[src/rtl/fwd_pkg.sv]
// Shared types and constants for the operand-forwarding scoreboard.
// The entry struct is sized by the default AW/LW constants.
package fwd_pkg;

    localparam int DEPTH_DEF = 3;
    localparam int NSRC_DEF  = 2;
    localparam int AW_DEF    = 5;
    localparam int LW_DEF    = 2;

    // Forward-select value meaning "read the register file".
    localparam int FWD_RF = 0;

    typedef enum logic [LW_DEF-1:0] {
        LAT_ALU  = LW_DEF'(0),
        LAT_LOAD = LW_DEF'(1)
    } lat_e;

    typedef struct packed {
        logic              valid;
        logic [AW_DEF-1:0] rd;
        logic              wen;
        logic [LW_DEF-1:0] lat;
    } entry_t;

endpackage

[src/rtl/fwd_scoreboard_if.sv]
// ID-stage request, hazard and forwarding bundle between the pipeline control and the scoreboard.
interface fwd_scoreboard_if #(
    parameter int DEPTH = 3,
    parameter int NSRC  = 2,
    parameter int AW    = 5,
    parameter int LW    = 2,
    parameter int SW    = $clog2(DEPTH + 1)
);
    logic                    advance;
    logic                    flush;
    logic                    id_valid;
    logic [NSRC-1:0][AW-1:0] id_src;
    logic [NSRC-1:0]         id_use;
    logic [AW-1:0]           id_rd;
    logic                    id_wen;
    logic [LW-1:0]           id_lat;
    logic                    stall;
    logic [NSRC-1:0][SW-1:0] ex_fwd_sel;
    logic [15:0]             stall_cnt;

    modport master (
        output advance, flush, id_valid, id_src, id_use, id_rd, id_wen, id_lat,
        input  stall, ex_fwd_sel, stall_cnt
    );

    modport slave (
        input  advance, flush, id_valid, id_src, id_use, id_rd, id_wen, id_lat,
        output stall, ex_fwd_sel, stall_cnt
    );
endinterface

[src/rtl/fwd_entry_pipe.sv]
// Producer shift register: entry k holds the instruction now in stage k (1=EX).
// Handles the plain shift, bubble insertion on a stall and the kill of ID/EX on a flush.
module fwd_entry_pipe
    import fwd_pkg::*;
#(
    parameter int DEPTH = DEPTH_DEF
) (
    input  logic               CLK,
    input  logic               nRST,
    input  logic               advance,
    input  logic               flush,
    input  logic               bubble,
    input  entry_t             load,
    output entry_t [DEPTH:1]   ent
);

    entry_t [DEPTH:1] q;

    // NOTE: state registers use non-blocking assignments so every entry samples
    // its neighbour's pre-edge value; blocking here would ripple one value down the chain.
    always_ff @(posedge CLK or negedge nRST) begin
        if (!nRST) begin
            q <= '0;
        end else if (advance) begin
            for (int k = DEPTH; k >= 2; k--) begin
                q[k] <= q[k-1];
            end
            if (flush) begin
                // The old EX instruction has just moved into entry 2; kill it there.
                q[1] <= '0;
                q[2] <= '0;
            end else if (bubble) begin
                q[1] <= '0;
            end else begin
                q[1] <= load;
            end
        end else if (flush) begin
            q[1] <= '0;
        end
    end

    assign ent = q;

endmodule

[src/rtl/fwd_scoreboard.sv]
// Forwarding/hazard scoreboard: matches ID sources against in-flight producers,
// raises a load-use stall and registers the EX-stage forward selects.
module fwd_scoreboard
    import fwd_pkg::*;
#(
    parameter int  DEPTH = DEPTH_DEF,
    parameter int  NSRC  = NSRC_DEF,
    parameter int  AW    = AW_DEF,
    parameter int  LW    = LW_DEF,
    localparam int SW    = $clog2(DEPTH + 1)
) (
    input logic             CLK,
    input logic             nRST,
    fwd_scoreboard_if.slave bus
);

    entry_t [DEPTH:1]        ent;
    entry_t                  load;
    int                      win_k   [NSRC];
    logic [NSRC-1:0][LW-1:0] win_lat;
    logic [NSRC-1:0][SW-1:0] sel_next;
    logic [NSRC-1:0][SW-1:0] sel_q;
    logic [15:0]             cnt_q;
    logic                    hazard;
    logic                    stall_int;

    assign load = '{valid: bus.id_valid, rd: bus.id_rd, wen: bus.id_wen, lat: bus.id_lat};

    fwd_entry_pipe #(.DEPTH(DEPTH)) u_pipe (
        .CLK     (CLK),
        .nRST    (nRST),
        .advance (bus.advance),
        .flush   (bus.flush),
        .bubble  (stall_int),
        .load    (load),
        .ent     (ent)
    );

    // NOTE: every variable written here gets a default first, so no path can
    // leave one unassigned and infer a latch.
    always_comb begin
        hazard   = 1'b0;
        sel_next = '0;
        win_lat  = '0;
        for (int s = 0; s < NSRC; s++) begin
            win_k[s] = 0;
            // Scan oldest to youngest so the youngest matching producer is kept.
            for (int k = DEPTH; k >= 1; k--) begin
                if (ent[k].valid && ent[k].wen && ent[k].rd != '0 &&
                    ent[k].rd == bus.id_src[s] && bus.id_use[s]) begin
                    win_k[s]   = k;
                    win_lat[s] = ent[k].lat;
                end
            end
            if (win_k[s] != 0) begin
                if (win_k[s] > int'(win_lat[s])) begin
                    sel_next[s] = (win_k[s] == DEPTH) ? SW'(FWD_RF) : SW'(win_k[s] + 1);
                end else begin
                    hazard = 1'b1;
                end
            end
        end
    end

    assign stall_int = nRST && bus.id_valid && !bus.flush && hazard;

    always_ff @(posedge CLK or negedge nRST) begin
        if (!nRST) begin
            sel_q <= '0;
            cnt_q <= '0;
        end else if (bus.advance) begin
            if (bus.flush || stall_int) begin
                sel_q <= '0;
            end else begin
                sel_q <= sel_next;
            end
            if (stall_int && cnt_q != 16'hFFFF) begin
                cnt_q <= cnt_q + 16'd1;
            end
        end
    end

    assign bus.stall      = stall_int;
    assign bus.ex_fwd_sel = sel_q;
    assign bus.stall_cnt  = cnt_q;

endmodule

[src/flat_wrapper.sv]
// flat-port wrapper written by rule: the top's interface ports become plain ports
module fwd_scoreboard_flat import fwd_pkg::*;
#(
    parameter int  DEPTH = DEPTH_DEF,
    parameter int  NSRC  = NSRC_DEF,
    parameter int  AW    = AW_DEF,
    parameter int  LW    = LW_DEF,
    localparam int SW    = $clog2(DEPTH + 1)
)
  (CLK, nRST, bus_advance, bus_flush, bus_id_valid, bus_id_src, bus_id_use, bus_id_rd, bus_id_wen, bus_id_lat, bus_stall, bus_ex_fwd_sel, bus_stall_cnt);
  fwd_scoreboard_if #(.DEPTH(DEPTH), .NSRC(NSRC), .AW(AW), .LW(LW)) bus_i ();
  input logic CLK;
  input logic nRST;
  input wire logic [$bits(bus_i.advance)-1:0] bus_advance;
  input wire logic [$bits(bus_i.flush)-1:0] bus_flush;
  input wire logic [$bits(bus_i.id_valid)-1:0] bus_id_valid;
  input wire logic [$bits(bus_i.id_src)-1:0] bus_id_src;
  input wire logic [$bits(bus_i.id_use)-1:0] bus_id_use;
  input wire logic [$bits(bus_i.id_rd)-1:0] bus_id_rd;
  input wire logic [$bits(bus_i.id_wen)-1:0] bus_id_wen;
  input wire logic [$bits(bus_i.id_lat)-1:0] bus_id_lat;
  output wire logic [$bits(bus_i.stall)-1:0] bus_stall;
  output wire logic [$bits(bus_i.ex_fwd_sel)-1:0] bus_ex_fwd_sel;
  output wire logic [$bits(bus_i.stall_cnt)-1:0] bus_stall_cnt;
  assign bus_i.advance = bus_advance;
  assign bus_i.flush = bus_flush;
  assign bus_i.id_valid = bus_id_valid;
  assign bus_i.id_src = bus_id_src;
  assign bus_i.id_use = bus_id_use;
  assign bus_i.id_rd = bus_id_rd;
  assign bus_i.id_wen = bus_id_wen;
  assign bus_i.id_lat = bus_id_lat;
  assign bus_stall = bus_i.stall;
  assign bus_ex_fwd_sel = bus_i.ex_fwd_sel;
  assign bus_stall_cnt = bus_i.stall_cnt;
  fwd_scoreboard #(.DEPTH(DEPTH), .NSRC(NSRC), .AW(AW), .LW(LW)) u_core (.CLK(CLK), .nRST(nRST), .bus(bus_i));
endmodule
[config.mk]
export PLATFORM = sky130hd
export DESIGN_NAME = fwd_scoreboard_flat
export DESIGN_NICKNAME = d
export VERILOG_FILES = /design/src/rtl/fwd_pkg.sv /design/src/rtl/fwd_scoreboard_if.sv /design/src/rtl/fwd_entry_pipe.sv /design/src/rtl/fwd_scoreboard.sv /design/src/flat_wrapper.sv
export SDC_FILE = /design/constraint.sdc
export NUM_CORES = 1
export LEC_CHECK = 0
export CORE_MARGIN = 4
export CORE_UTILIZATION = 25
export DETAILED_ROUTE_END_ITERATION = 12
export GPL_TIMING_DRIVEN = 0
export PLACE_DENSITY = 0.52
export SKIP_CTS_REPAIR_TIMING = 1
export SLEW_MARGIN = 30
export SYNTH_ARGS = -nofsm -noshare
export SYNTH_HDL_FRONTEND = slang
export SYNTH_SLANG_ARGS = --single-unit
[constraint.sdc]
create_clock -name CLK -period 3.4 [get_ports CLK]
set_clock_uncertainty 0.15 [all_clocks]
set_input_delay 0.51 -clock CLK [delete_from_list [all_inputs] [get_ports CLK]]
set_output_delay 0.51 -clock CLK [all_outputs]
set_load 0.02 [all_outputs]
After elaboration in Yosys (flattened, before gate mapping). Index checks and enable logic that the tools add are counted.

Add/sub/neg operators: 3. $mul: 0. Div/mod/pow operators: 0. $lt $le $gt $ge: 2. Equality and inequality tests: 9. Shift operators: 0. Multiplexer cells: 27. Bitwise logic cells: 0. Reductions and logical operators: 30.

Operators by type and width (count): 32-bit 2-to-1 mux (2); 32-bit nonzero test (2); 9-bit 2-to-1 mux (4); 32-bit by 3-bit equality test with 1-bit output (second input constant) (1); 32-bit by 3-bit greater-than comparator with 1-bit output (1); 2-bit 2-to-1 mux (16); 5-bit equality test (6); 1-bit logical AND (22); 16-bit by 1-bit adder with 16-bit output (second input constant) (1); 16-bit != test (second input constant) (1); 5-bit nonzero test (3); 1-bit 2-to-1 mux (4); 4-bit 2-to-1 mux (1); 2-bit by 1-bit adder with 2-bit output (second input constant) (1); 2-bit adder (second input constant) (1); 2-bit equality test (second input constant) (1); 2-bit greater-than comparator (1); 2-bit AND reduction (1); 1-bit zero test (1); 1-bit logical OR (1).

Flip-flop bits (word level): 47. Latch bits: 0. RAM bits: 0. ROM bits: 0. Input bits: 25. Output and inout bits: 21. Word-level logic and storage cells: 86. Memories kept: 0.

Depth between registers and ports, before layout. Gate-level depths: netlist of run 1.

Word-level depth: 16. Depth in mapped cells: 12. Depth with buffers taken out: 11.

Cells and area by module. From an unflattened synthesis of run 1, not the netlist that was laid out.

Cell total of the unflattened synthesis: 264. Area, all modules: 2777.7 um^2.

By module, submodules not included: fwd_scoreboard (times used 1, cells an instance 182, area each 1680.4 um^2); fwd_entry_pipe (times used 1, cells an instance 82, area each 1097.3 um^2).

Worst setup path before layout of run 1. Ideal clock, no wire load.

Path type: input to output. Start: in bus_id_src[5]. End: out bus_stall. Arrival time: 2807 ps. Required time: 2740 ps. Slack: -67 ps. Stages on the path: 10. Cells stage by stage: xnor2_1 nand4_1 nor4_1 inv_1 o22ai_1 ha_1 nor2b_1 o31a_1 a21oi_1 nor2b_1.

Word-level cells in the longest chain between the ends: 10.

RTL lines: from (decl) (RTL line flat_wrapper.sv:17) `input wire logic [$bits(bus_i.id_src)-1:0] bus_id_src;`; 5-bit equality test (RTL line fwd_scoreboard.sv:50) `ent[k].rd == bus.id_src[s] && bus.id_use[s]) begin`; 1-bit logical AND (RTL line fwd_scoreboard.sv:49) `if (ent[k].valid && ent[k].wen && ent[k].rd != '0 &&`; 1-bit logical AND (RTL line fwd_scoreboard.sv:50); 2-bit 2-to-1 mux (3 in series) (RTL line fwd_scoreboard.sv:49); 2-bit greater-than comparator (RTL line fwd_scoreboard.sv:56) `if (win_k[s] > int'(win_lat[s])) begin`; 1-bit 2-to-1 mux (RTL line fwd_scoreboard.sv:56); 1-bit 2-to-1 mux (*) (RTL line fwd_scoreboard.sv:55) `if (win_k[s] != 0) begin`; 1-bit logical AND (*) (RTL line fwd_scoreboard.sv:65) `assign stall_int = nRST && bus.id_valid && !bus.flush && hazard;`; to (decl) (RTL line flat_wrapper.sv:22) `output wire logic [$bits(bus_i.stall)-1:0] bus_stall;`.

Every way passes the cells marked *; elsewhere a longest branch is shown, timed or not.

Worst setup path after layout of run 1.
Start: reg u_core.u_pipe.q, in the netlist u_core.u_pipe.ent[15]. End: out bus_stall.

Word-level cells in the longest chain between the ends: 12.

RTL lines: from (decl) (RTL line fwd_entry_pipe.sv:17) `entry_t [DEPTH:1] q;`; from (signal, indexed assignment) (RTL line fwd_entry_pipe.sv:26) `q[k] <= q[k-1];`; 5-bit nonzero test (RTL line fwd_scoreboard.sv:49); 1-bit logical AND (2 in series) (RTL line fwd_scoreboard.sv:49); 1-bit logical AND (RTL line fwd_scoreboard.sv:50); 32-bit 2-to-1 mux / 2-bit 2-to-1 mux (equally long branches) (2 in series) (RTL line fwd_scoreboard.sv:49); 32-bit by 3-bit greater-than comparator with 1-bit output (RTL line fwd_scoreboard.sv:56); 1-bit 2-to-1 mux (RTL line fwd_scoreboard.sv:56); 1-bit 2-to-1 mux (RTL line fwd_scoreboard.sv:55); 1-bit 2-to-1 mux (RTL line fwd_scoreboard.sv:56); 1-bit 2-to-1 mux (*) (RTL line fwd_scoreboard.sv:55); 1-bit logical AND (*) (RTL line fwd_scoreboard.sv:65).

Marked as above.

==> flow_metrics.tcl, run 1 <==
set metrics [dict create \
    first_pass_iters 4 \
    hold_violations 0 \
    root_buffer "clkbuf_8" \
    ys.warnings.count 0 \
    yosysMostFrequentCell "dfrtp_1" \
    cp.arrival_ns 3.16 \
    rows 38 \
    maxSlewViolCount 0 \
    crit_fanout 4 \
    first_iter_violations 72 \
    grt_pass1_vias 2311 \
    die-height_um 113.1 \
    track_usage_pct 11.05 \
    finalSetupViolCount 25 \
    peakVddDrop_v 0.0001778 \
    cp-start-kind "register" \
    synth_top_family_by_area "simple AND/OR/NAND/NOR gates" \
    yosysTopAreaCellShare_pct 42.59 \
    drcViolationCount 0 \
    antenna-diode-count 0 \
    ant_nets 0 \
    postSynthAreaPerCell_um2 9.827 \
    layout_min_cycle_time_ns 3.816 \
    hold_path.class "in -> async" \
    grt_pass1_wl_um 11470 \
    antenna_found_initial 0 \
    synthCells 281 \
    slew_headroom_pct 58.38 \
    synth_adder_area_share_pct 3.172 \
    cp-end-kind "primary output" \
    clock_path_buffers 2 \
    synthesis.nets 313 \
    synth_area_leaders "dfrtp_1 (43%), xnor2_1 (12%), mux2_2 (4.9%)" \
    critical_path_required_ns 2.74 \
    cts-buffers-inserted 5 \
    clk_pin_slew_worst_paths_ns 0.09 \
    wl_um 7193 \
    synth_top_flop_cell "dfrtp_1" \
    fin_crit_sh_pct 112.2 \
    numPortBuffers 44 \
    clkSinkCount 47 \
    area_growth_pct 35.21 \
    yosysSeqAreaShare_pct 42.59 \
    via_per_inst 4.733 \
    grt_max_degree 49 \
    synth-edff-count 0 \
    layout-drive-gt1-share_pct 18.29 \
    clkLatencyLatePin_ns 0.30 \
    dp_hpwl_um 5296 \
    dieArea_um2 12790 \
    core-area_um2 10840 \
    utilization_pct 34.44 \
    path_class "reg -> out" \
    violations "negative setup slack" \
    synth_mux_area_share_pct 5.800 \
    p_leak_nw 1.523 \
    fmax_mhz 262.0 \
    io_pins 46 \
    p_per_area_nw_per_um2 319.3 \
    pre_cts_ws_ns -1.319 \
    synth_xor_area_share_pct 13.96 \
    rsz0062_at_grt "true" \
    outcome "finished, violations left" \
    worst_slew_pin_slew_ns 0.6242 \
    die_x_um 113.1 \
    ys_top_cells_by_count "dfrtp_1 (47), xnor2_1 (39), nand2_1 (21), nor2_1 (19), inv_1 (17)" \
    synthSimpleGateAreaFrac_pct 22.38 \
    htree_levels 2 \
    gp_congestion 0.8231 \
    fin_ws_ns -0.4163 \
    num_vias 2267 \
    tritoncts "done" \
    grt_overflow 0 \
    yosysTopAreaCell "dfrtp_1" \
    nets 370 \
    routedWlPerCell_um 15.02 \
    synth_compound_area_share_pct 8.790 \
    synth_cell_types 41 \
    start_util_pct 25.47 \
    synth_area_um2 2761 \
    max-cap-violations 0 \
    ys_ff_latch 47 \
    async_flop_share_pct 100.0 \
]
[layer usage]
layer	global-route usage (%)	wire length, µm	up-vias	part of all wire [%]
li1	-	-	1106	-
met1	14.11	3252	1105	45
met2	18.72	3538	50	49
met3	2.888	341	6	4.7
met4	2.644	60	0	0.83
met5	0	0	-	0
[logic make-up (layout without fill, tap and decap cells)]
| logic type | after synthesis | after routing |
|---|---|---|
| flip-flops | 47 | 47 |
| multiplexers | 14 | 14 |
| AND/OR/NAND/NOR | 110 | 110 |
| adder cells (fa/ha/maj) | 7 | 7 |
| buffers and inverters | 24 | 82 |
| AO/OA/AOI/OAI | 35 | 35 |
| XOR/XNOR | 44 | 44 |
[through the flow]
step / hold WS, ns / cell area, µm² / TNS [ns] / power [mW] / instances
finish: 0.06497 / 3734 / -3.927 / 1.192 / 479
global route: 0.1006 / 3734 / -8.950 / 1.253 / 479
CTS: 0.08433 / 3496 / -14.53 / 1.178 / 473
detailed placement: 0.3457 / 3383 / -24.08 / 0.7531 / 465
global placement: 0.3325 / 3386 / -24.10 / 0.7518 / 465
floorplan: 0.06441 / 2770 / 0 / 0.6829 / 281
[where the power goes]
group          total [mW]  internal [mW]  switching, mW
Sequential          0.604          0.577         0.0271
Clock               0.419          0.219          0.200
Combinational       0.169         0.0856         0.0835
[layout make-up]
type	count	area (µm²)
inverter	17	63.81
fill	1110	7107
tap	140	175.2
timing repair buffer	50	511.7
sequential	47	1181
clock buffer	5	68.82
multi-input combinational	210	1662
clock inverter	3	43.79
buffer	7	27.53
[state kept, by name, indices dropped and copies added, names as in the netlist]
name,cells
u_core.bus.ex_fwd_sel,4
u_core.bus.stall_cnt,16
u_core.u_pipe.ent,27
[cells in the final DEF (no fill, tap or decap), types with 12 or more instances in the layout]
cell type | synthesis | final
dfrtp_1 | 47 | 43
xnor2_1 | 39 | 38
clkdlybuf4s50_1 | 0 | 31
nand2_1 | 21 | 20
inv_1 | 17 | 17
nor2_1 | 19 | 16
o21ai_0 | 14 | 14
nand4_1 | 12 | 12
nand3b_1 | 12 | 12
nand3_1 | 13 | 12
[path summary, 6_finish.rpt]
| kind | from | cells after the start | slack (ns) | end |
|---|---|---|---|---|
| worst max-delay path | u_core.u_pipe.ent[15] | 11 | -0.42 | bus_stall |
| min in group CLK | u_core.bus.ex_fwd_sel[1] | 1 | 0.36 | u_core.bus.ex_fwd_sel[1] |
| worst max register to register | u_core.u_pipe.ent[21] | 12 | -0.31 | u_core.bus.stall_cnt[13] |
| worst min-delay path | nRST | 1 | 0.06 | u_core.bus.stall_cnt[13] |
| max in group asynchronous | nRST | 1 | 2.57 | u_core.u_pipe.ent[12] |
| worst min register to register | u_core.bus.ex_fwd_sel[1] | 1 | 0.36 | u_core.bus.ex_fwd_sel[1] |
[critical path, stage by stage, from the launching register on]
cell and delay (ns):
dfrtp_2 0.45, or4_4 0.55, nor2_4 0.18, nor4_4 0.08, mux2_4 0.30, mux2_4 0.27
ha_4 0.27, nand2_2 0.04, o22a_1 0.24, a21oi_2 0.19, nor2b_4 0.17, buf_6 0.12
Note: power is estimated with default switching activity, not from simulation.
==> inputs of run 2 (changes only) <==
CORE_MARGIN = 1   (was 4)
TNS_END_PERCENT = 50   (was unset)
==> run 2 against run 1 <==
Against the previous run:
- the flow still finishes with violations (negative setup slack)
- critical path depth is the same
- power shrank 4.1%
- utilization barely moved
- register-to-register slack barely moved
- sequential cell count is the same
- routed wire length decreased by 0.97%
- sequential share of layout area rose by 0.26 points
- die area decreased by 10%
- first-iteration DRC count fell by 19%
- combinational power is essentially flat
- worst hold slack gained 0.30 ns
- highest routed layer unchanged
==> flow_metrics.tcl, run 2 (synthesized netlist as in run 1, its figures left out) <==
set metrics [dict create \
    outcome "finished, violations left" \
    violations "negative setup slack" \
    largest_register_ffs 27 \
    mostFrequentLayoutCell "dfrtp_1" \
    multi_input_comb_area_um2 1623 \
    cp-end-kind "primary output" \
    gp_congestion 0.7985 \
    via_per_inst 4.810 \
    peakVddDrop_v 0.0001317 \
    layout_min_cycle_time_ns 3.818 \
    cts-buffers-inserted 5 \
    maxSlewViolCount 0 \
    htree_levels 2 \
    placed_area_um2 3411 \
    drcViolationCount 0 \
    tritoncts "done" \
    root_buffer "clkbuf_8" \
    pre_cts_ws_ns -1.321 \
    max-cap-violations 0 \
    path_class "reg -> out" \
    clkLatencyLatePin_ns 0.31 \
    holdPathStages 1 \
    worstReg2RegStart "u_core.u_pipe.ent[23]" \
    start_util_pct 25.59 \
    ant_nets 0 \
    area_growth_pct 34.53 \
    antenna-diode-count 0 \
    hold_path.class "reg -> reg" \
    rr_worst_depth 12 \
    io_pins 46 \
    critical_path_required_ns 2.74 \
    routedWlPerCell_um 14.84 \
    track_usage_pct 12.88 \
    fin_area_um2 3715 \
    layout-drive-gt1-share_pct 17.35 \
    cp-start-kind "register" \
    fmax_mhz 261.9 \
    p_per_area_nw_per_um2 307.8 \
    dieArea_um2 11470 \
    first_iter_violations 58 \
    rsz0062_at_grt "true" \
    grt_overflow 0 \
    antenna_found_initial 0 \
    clkSinkCount 47 \
    finalSetupViolCount 18 \
    most-common-layout-cells "dfrtp_1 (40), xnor2_1 (39), clkdlybuf4s50_1 (31)" \
    clock_path_buffers 2 \
    utilization_pct 34.42 \
    slew_headroom_pct 58.72 \
    min_from "u_core.bus.stall_cnt[14]" \
    nets 371 \
    rows 38 \
    grt_pass1_wl_um 11470 \
    hold_violations 0 \
    p_leak_nw 1.518 \
    fin_ws_ns -0.4185 \
    reg2reg_to "u_core.bus.stall_cnt[13]" \
    wl_um 7123 \
    num_vias 2309 \
    cp.arrival_ns 3.16 \
    regArea_um2 1185 \
    worst_slew_pin_slew_ns 0.6193 \
    hold_end "u_core.bus.stall_cnt[14]" \
    core-area_um2 10790 \
    reg2reg_slack_ns -0.31 \
    grt_max_degree 48 \
    crit_fanout 5 \
    dp_hpwl_um 5144 \
    nFillCells 1097 \
    die-height_um 107.1 \
    clk_pin_slew_worst_paths_ns 0.10 \
    fin_crit_sh_pct 112.3 \
    grt_pass1_vias 2279 \
    numPortBuffers 44 \
    die_x_um 107.1 \
    finalPower_mw 1.143 \
    first_pass_iters 4 \
]
==> run 2: routing by layer <==
metal	global-route usage (%)	share of wire [%]	up-vias
met5	0	0	-
met2	20.00	45	52
met3	3.647	6.0	9
met1	17.68	48	1139
met4	2.838	1.1	0
li1	-	-	1109
==> run 2: worst max path at each step <==
stage                           from   endpoint  slack [ns]  depth (start not counted)
2_1_floorplan          bus_id_src[0]  bus_stall        0.02                         10
4_1_cts                bus_id_src[3]  bus_stall       -1.33                         12
6_report       u_core.u_pipe.ent[12]  bus_stall       -0.42                         11
3_3_place_gp                    nRST  bus_stall       -1.41                          5
3_5_place_dp           bus_id_src[3]  bus_stall       -1.32                         12
5_1_grt        u_core.u_pipe.ent[12]  bus_stall       -0.57                         11
==> run 2: power breakdown <==
| group | switching, mW | internal (mW) |
|---|---|---|
| clock network | 0.205 | 0.166 |
| logic | 0.0823 | 0.0860 |
| registers | 0.0266 | 0.577 |
==> run 2: layout make-up <==
cell class                      instances  share of cell area (%)
Clock buffer                            6                   2.223
Sequential cell                        47                   31.90
Tap cell                              140                   4.715
Inverter                               17                   1.718
Clock inverter                          2                  0.4379
Buffer                                  7                  0.7410
Multi-Input combinational cell        210                   43.68
Timing Repair Buffer                   51                   14.58
==> run 2: critical path, stage by stage, from the launching register on <==
cell and delay, ns:
dfrtp_2 0.45, or4_4 0.56, nor2_4 0.18, nor4_4 0.08, mux2_2 0.28, mux2_4 0.26, ha_1 0.27, nand2_1 0.06
o22a_1 0.26, a21oi_2 0.17, nor2b_4 0.16, buf_6 0.12
==> run 2: through the flow <==
step / setup TNS (ns) / cells / hold slack, ns
floorplan: 0 / 281 / 0.06441
global placement: -24.70 / 465 / 0.3373
detailed placement: -24.62 / 466 / 0.1591
CTS: -14.99 / 474 / -0.1871
global route: -7.151 / 480 / 0.3568
finish: -3.621 / 480 / 0.3601
==> RTL edit 1: new RTL, config.mk and constraints of run 1 <==
Reset style: synchronous (`nRST`), changed in 2 clocked blocks.
--- a/src/rtl/fwd_entry_pipe.sv
+++ b/src/rtl/fwd_entry_pipe.sv
@@ -18,7 +18,7 @@
 
     // NOTE: state registers use non-blocking assignments so every entry samples
     // its neighbour's pre-edge value; blocking here would ripple one value down the chain.
-    always_ff @(posedge CLK or negedge nRST) begin
+    always_ff @(posedge CLK) begin
         if (!nRST) begin
             q <= '0;
         end else if (advance) begin
--- a/src/rtl/fwd_scoreboard.sv
+++ b/src/rtl/fwd_scoreboard.sv
@@ -64,7 +64,7 @@
 
     assign stall_int = nRST && bus.id_valid && !bus.flush && hazard;
 
-    always_ff @(posedge CLK or negedge nRST) begin
+    always_ff @(posedge CLK) begin
         if (!nRST) begin
             sel_q <= '0;
             cnt_q <= '0;
Behaviour: differs if nRST is asserted again (counterexample within 4 cycles, from zero or initial values and one cycle with nRST low); with nRST held inactive, the same outputs for 4 cycles.
==> RTL edit 1 against run 1 <==
- the run still ends with negative setup slack left
- final area shrank 0.77%
- synthesized area shrank 2.2%
- power shrank 13%
- sequential cell count is the same
- die area shrank 2.1%
- critical endpoint unchanged
- worst setup slack gained 0.20 ns
- routed wire length grew 6.5%
- register-to-register slack gained 0.27 ns
==> RTL edit 1: results (changes against run 1) <==
----------------------------------------------------
[Outcome]
  Result of the run ... complete, but fails checks
  Violations in the final reports ... negative setup slack

[Routing]
  Wire length per cell ... 14.76 µm (-1.7%)
  Number of violations reported at the end of detailed-routing iteration 0 ... 103 (+43%)
  Routed via count ... 2,478 (+9.3%)

[Global routing]
  Total global-route track usage ... 0.1184 (+0.007834)
  Wire length of the first global-routing pass ... 12,190 µm (+6.3%)
  Via count of the first global-routing pass ... 2,401 (+3.9%)

[Setup path]
  Setup slack, reg-to-reg ... -0.04 ns (+0.27 ns)
  Worst flop-to-flop path endpoint ... u_core.bus.stall_cnt[15]$_SDFFE_PN0P_
  Reg2Reg Launch Point ... u_core.u_pipe.ent[13]$_SDFFE_PN0P_

[Synth]
  Sequential share of the synthesized area ... 0.3485 (-0.07745)
  Post-synthesis async set-or-reset flop share ... 0 (-1.000)
  Yosys cell types ... 39 (-4.9%)
  Top post-synthesis cells by area ... sky130_fd_sc_hd__dfxtp_1, sky130_fd_sc_hd__xnor2_1, sky130_fd_sc_hd__a21oi_1, sky130_fd_sc_hd__mux2i_1, sky130_fd_sc_hd__nand4_1

[Placement]
  Number of buffers inserted by port buffering ... 45 (+2.3%)
  Gpl congestion ... 0.8260 (+0.35%)
  Number of placed instances with taps included ... 500 (+7.5%)
  Post-placement cell area ... 3321 µm² (-1.8%)

[STA]
  Setup violations, final ... 8 (-68%)
  Minimum setup slack in the final design ... -0.2162 ns (+0.2001 ns)

[Cells and area]
  Net count of the finished layout ... 414 (+12%)
  Number of filler instances in the final layout ... 1,086 (-2.2%)
  Fraction of layout cells with a size suffix above 1 ... 0.1593 (-0.02362)
  Final Non-Filler Cells ... 519 (+8.4%)

[Power and ir drop]
  Maximum ir drop on the vdd rail ... 0.1448 mV (-19%)
  Static power due to leakage ... 1.371 nW (-10%)

----------------------------------------------------
[RTL edit 1: area by class of cell]
cell class                      count  area share
Multi-Input combinational cell    248      0.4897
Inverter                           13     0.01317
Clock buffer                        5     0.01857
Clock inverter                      3    0.006079
Buffer                             11     0.01520
Tap cell                          136     0.04593
Sequential cell                    47      0.2584
Timing Repair Buffer               56      0.1530
[RTL edit 1: routing by layer]
layer | global-route usage | vias to the layer above | share of wire
li1 | - | 1267 | -
met1 | 0.1594 | 1167 | 0.48
met2 | 0.1926 | 38 | 0.48
met3 | 0.02446 | 6 | 0.026
met4 | 0.03163 | 0 | 0.010
met5 | 0 | - | 0
[RTL edit 1: per-stage QoR]
step             util  hold slack (ns)  setup TNS (ns)
2_1_floorplan       -           0.3087               0
3_3_place_gp   0.3188           0.3155          -23.74
3_5_place_dp   0.3188           0.3136          -24.46
4_1_cts        0.3276           0.3390          -15.04
5_1_grt        0.3557           0.3666          -3.623
6_report       0.3557           0.3352         -0.3851
[RTL edit 1: cell families (layout without fill, tap and decap cells)]
logic type / count (synthesis) / count (layout) / synth area share
buf+inv: 24 / 88 / 0.03754
simple gates: 136 / 136 / 0.2794
xor+xnor: 31 / 31 / 0.1006
fa+ha+maj: 7 / 7 / 0.03244
mux: 13 / 13 / 0.04819
compound gates: 61 / 61 / 0.1534
flops: 47 / 47 / 0.3485
[RTL edit 1: power by group through the flow]
stage / clock network, mW / logic [mW] / registers [mW]
floorplan: 0 / 0.0558 / 0.573
global placement: 0 / 0.105 / 0.576
detailed placement: 0 / 0.105 / 0.576
CTS: 0.377 / 0.106 / 0.563
global route: 0.401 / 0.123 / 0.563
finish: 0.363 / 0.113 / 0.562
==> RTL edit 2: new RTL, config.mk and constraints of run 1 <==
Without the edit above. `AW_DEF`: 5 -> 3.
--- a/src/rtl/fwd_pkg.sv
+++ b/src/rtl/fwd_pkg.sv
@@ -4,7 +4,7 @@
 
     localparam int DEPTH_DEF = 3;
     localparam int NSRC_DEF  = 2;
-    localparam int AW_DEF    = 5;
+    localparam int AW_DEF    = 3;
     localparam int LW_DEF    = 2;
 
     // Forward-select value meaning "read the register file".
Ports: changed (resized bus_id_rd and bus_id_src); port bits go from 46 to 40. The function was not compared with the original's and may differ.
==> RTL edit 2 against run 1 <==
- first-iteration DRC count shrank 43%
- synthesized area shrank 16%
- routed wire length shrank 20%
- critical path depth grew 7
- global-route usage shrank 0.54 points
- clock power shrank 28%
- via count shrank 17%
- sequential power shrank 14%
- critical path type is now in2reg
- final area shrank 14%
- sequential cell count shrank 6
- the flow finishes with violations (negative hold slack, negative setup slack)
- power shrank 23%
- worst setup slack lost 0.093 ns
- hold slack lost 0.072 ns
==> RTL edit 2: results (changes against run 1) <==
----------------------------------------------------
[Outcome]
  Result of the run ... complete, but fails checks
  Violations in the final reports ... negative hold slack, negative setup slack

[Cells and area]
  Number of filler instances in the final layout ... 884 (-20%)
  Fraction of layout cells with a size suffix above 1 ... 0.2049 (+0.02197)
  Net count of the finished layout ... 313 (-15%)
  Flip-flop count of the largest register after layout ... 21 (-22%)

[Setup path]
  Slowest stage delay, CP ... 0.53 ns (-0.02 ns)
  Cell type group with the largest total delay on the critical path ... buffers and inverters
  Max FO, Critical Path ... 6 (+2)

[Placement]
  Setup slack at placement ... -1.428 ns (-0.1091 ns)
  Number of buffers inserted by port buffering ... 38 (-14%)
  Gpl congestion ... 0.8083 (-1.8%)
  DP HPWL ... 4295 µm (-19%)

[Synth]
  Sequential share of the synthesized area ... 0.4442 (+0.01829)
  Yosys cell types ... 42 (+2.4%)
  Mapped Nets ... 257 (-18%)
  Top cells by count, synth ... sky130_fd_sc_hd__dfrtp_1, sky130_fd_sc_hd__xnor2_1, sky130_fd_sc_hd__nand2_1
  Top post-synthesis cells by area ... sky130_fd_sc_hd__dfrtp_1, sky130_fd_sc_hd__xnor2_1, sky130_fd_sc_hd__xor2_1, sky130_fd_sc_hd__a22o_1, sky130_fd_sc_hd__ha_1

[Routing]
  DR vias/cell ... 4.760 (+0.58%)
  Number of violations reported at the end of detailed-routing iteration 0 ... 41 (-43%)
  Wire length per cell ... 14.59 µm (-2.9%)

[STA]
  Slew headroom ... 0.5324 (-0.05147)
  Hold Vio Cnt, Final ... 14 (+14)
  Setup violations, final ... 16 (-36%)
  Minimum setup slack in the final design ... -0.5090 ns (-0.09269 ns)
  Final-layout worst hold slack ... -0.006560 ns (-0.07153 ns)
  Final sum of negative setup slack ... -5.235 ns (-1.308 ns)

[Global routing]
  Total global-route track usage ... 0.1051 (-0.005411)
  Via count of the first global-routing pass ... 1,917 (-17%)
  Wire length of the first global-routing pass ... 9535 µm (-17%)
  Largest net degree at the start of global routing ... 28 (-43%)

[Clock tree]
  Clock latency at the later pin of the worst-skew pair ... 0.28 ns (-0.02 ns)

[Power and ir drop]
  Maximum ir drop on the vdd rail ... 0.1667 mV (-6.2%)

----------------------------------------------------
[RTL edit 2: changes by cell type after synthesis, sizes merged, moves of 4 or more]
cell	before	now
dfrtp	47	41
mux2	13	6
nand2	21	16
nand3	13	8
nand3b	12	8
nand4	12	7
nor2	20	11
nor3	4	11
or4	6	1
xnor2	39	18
xor2	5	15
[RTL edit 2: cell type report]
class | instances | area [µm²] | area share
sequential | 41 | 1030 | 0.3209
multi-input combinational | 169 | 1358 | 0.4230
tap | 108 | 135.1 | 0.04211
inverter | 14 | 55.05 | 0.01715
buffer | 7 | 51.30 | 0.01598
clock buffer | 8 | 80.08 | 0.02495
timing repair buffer | 49 | 500.5 | 0.1559
[RTL edit 2: power by group]
| part | total, mW | switching [mW] | internal, mW |
|---|---|---|---|
| logic | 0.0972 | 0.0486 | 0.0485 |
| registers | 0.522 | 0.0201 | 0.502 |
| clock network | 0.300 | 0.154 | 0.146 |
[RTL edit 2: per-layer routing]
| metal | vias to the layer above | track usage | wire [µm] |
|---|---|---|---|
| met5 | - | 0 | 0 |
| met4 | 0 | 0.02849 | 57 |
| met3 | 5 | 0.01800 | 145 |
| met2 | 33 | 0.1708 | 2686 |
| met1 | 916 | 0.1442 | 2888 |
| li1 | 931 | - | - |
[RTL edit 2: worst paths after layout]
check | start | endpoint | slack, ns | cells past startpoint
max in group asynchronous | nRST | u_core.u_pipe.ent[12]$_DFFE_PN0P_ | 2.62 | 2
min in group CLK | u_core.bus.stall_cnt[15]$_DFFE_PN0P_ | u_core.bus.stall_cnt[15]$_DFFE_PN0P_ | 0.34 | 1
min | nRST | u_core.bus.stall_cnt[0]$_DFFE_PN0P_ | -0.007 | 1
max reg2reg | u_core.u_pipe.ent[10]$_DFFE_PN0P_ | u_core.bus.stall_cnt[3]$_DFFE_PN0P_ | -0.50 | 17
max | bus_id_src[3] | u_core.bus.stall_cnt[3]$_DFFE_PN0P_ | -0.51 | 18
min reg2reg | u_core.bus.stall_cnt[15]$_DFFE_PN0P_ | u_core.bus.stall_cnt[15]$_DFFE_PN0P_ | 0.34 | 1
[RTL edit 2: cell families after synthesis]
kind of cell             synth area share
XOR/XNOR                           0.1251
AND/OR/NAND/NOR                    0.1988
multiplexers                      0.03358
AO/OA/AOI/OAI                      0.1219
buffers and inverters             0.03846
flip-flops                         0.4442
adder cells (fa/ha/maj)           0.03792
[RTL edit 2: through the flow]
stage | util | hold slack, ns | instances | total power [mW]
after floorplan | - | 0.06441 | 231 | 0.5695
after global routing | 0.3627 | 0.009025 | 396 | 0.9615
after global placement | 0.3193 | 0.3059 | 377 | 0.6185
after detailed placement | 0.3210 | 0.3038 | 378 | 0.6227
final | 0.3627 | -0.006560 | 396 | 0.9188
after CTS | 0.3300 | -0.008843 | 386 | 0.9261
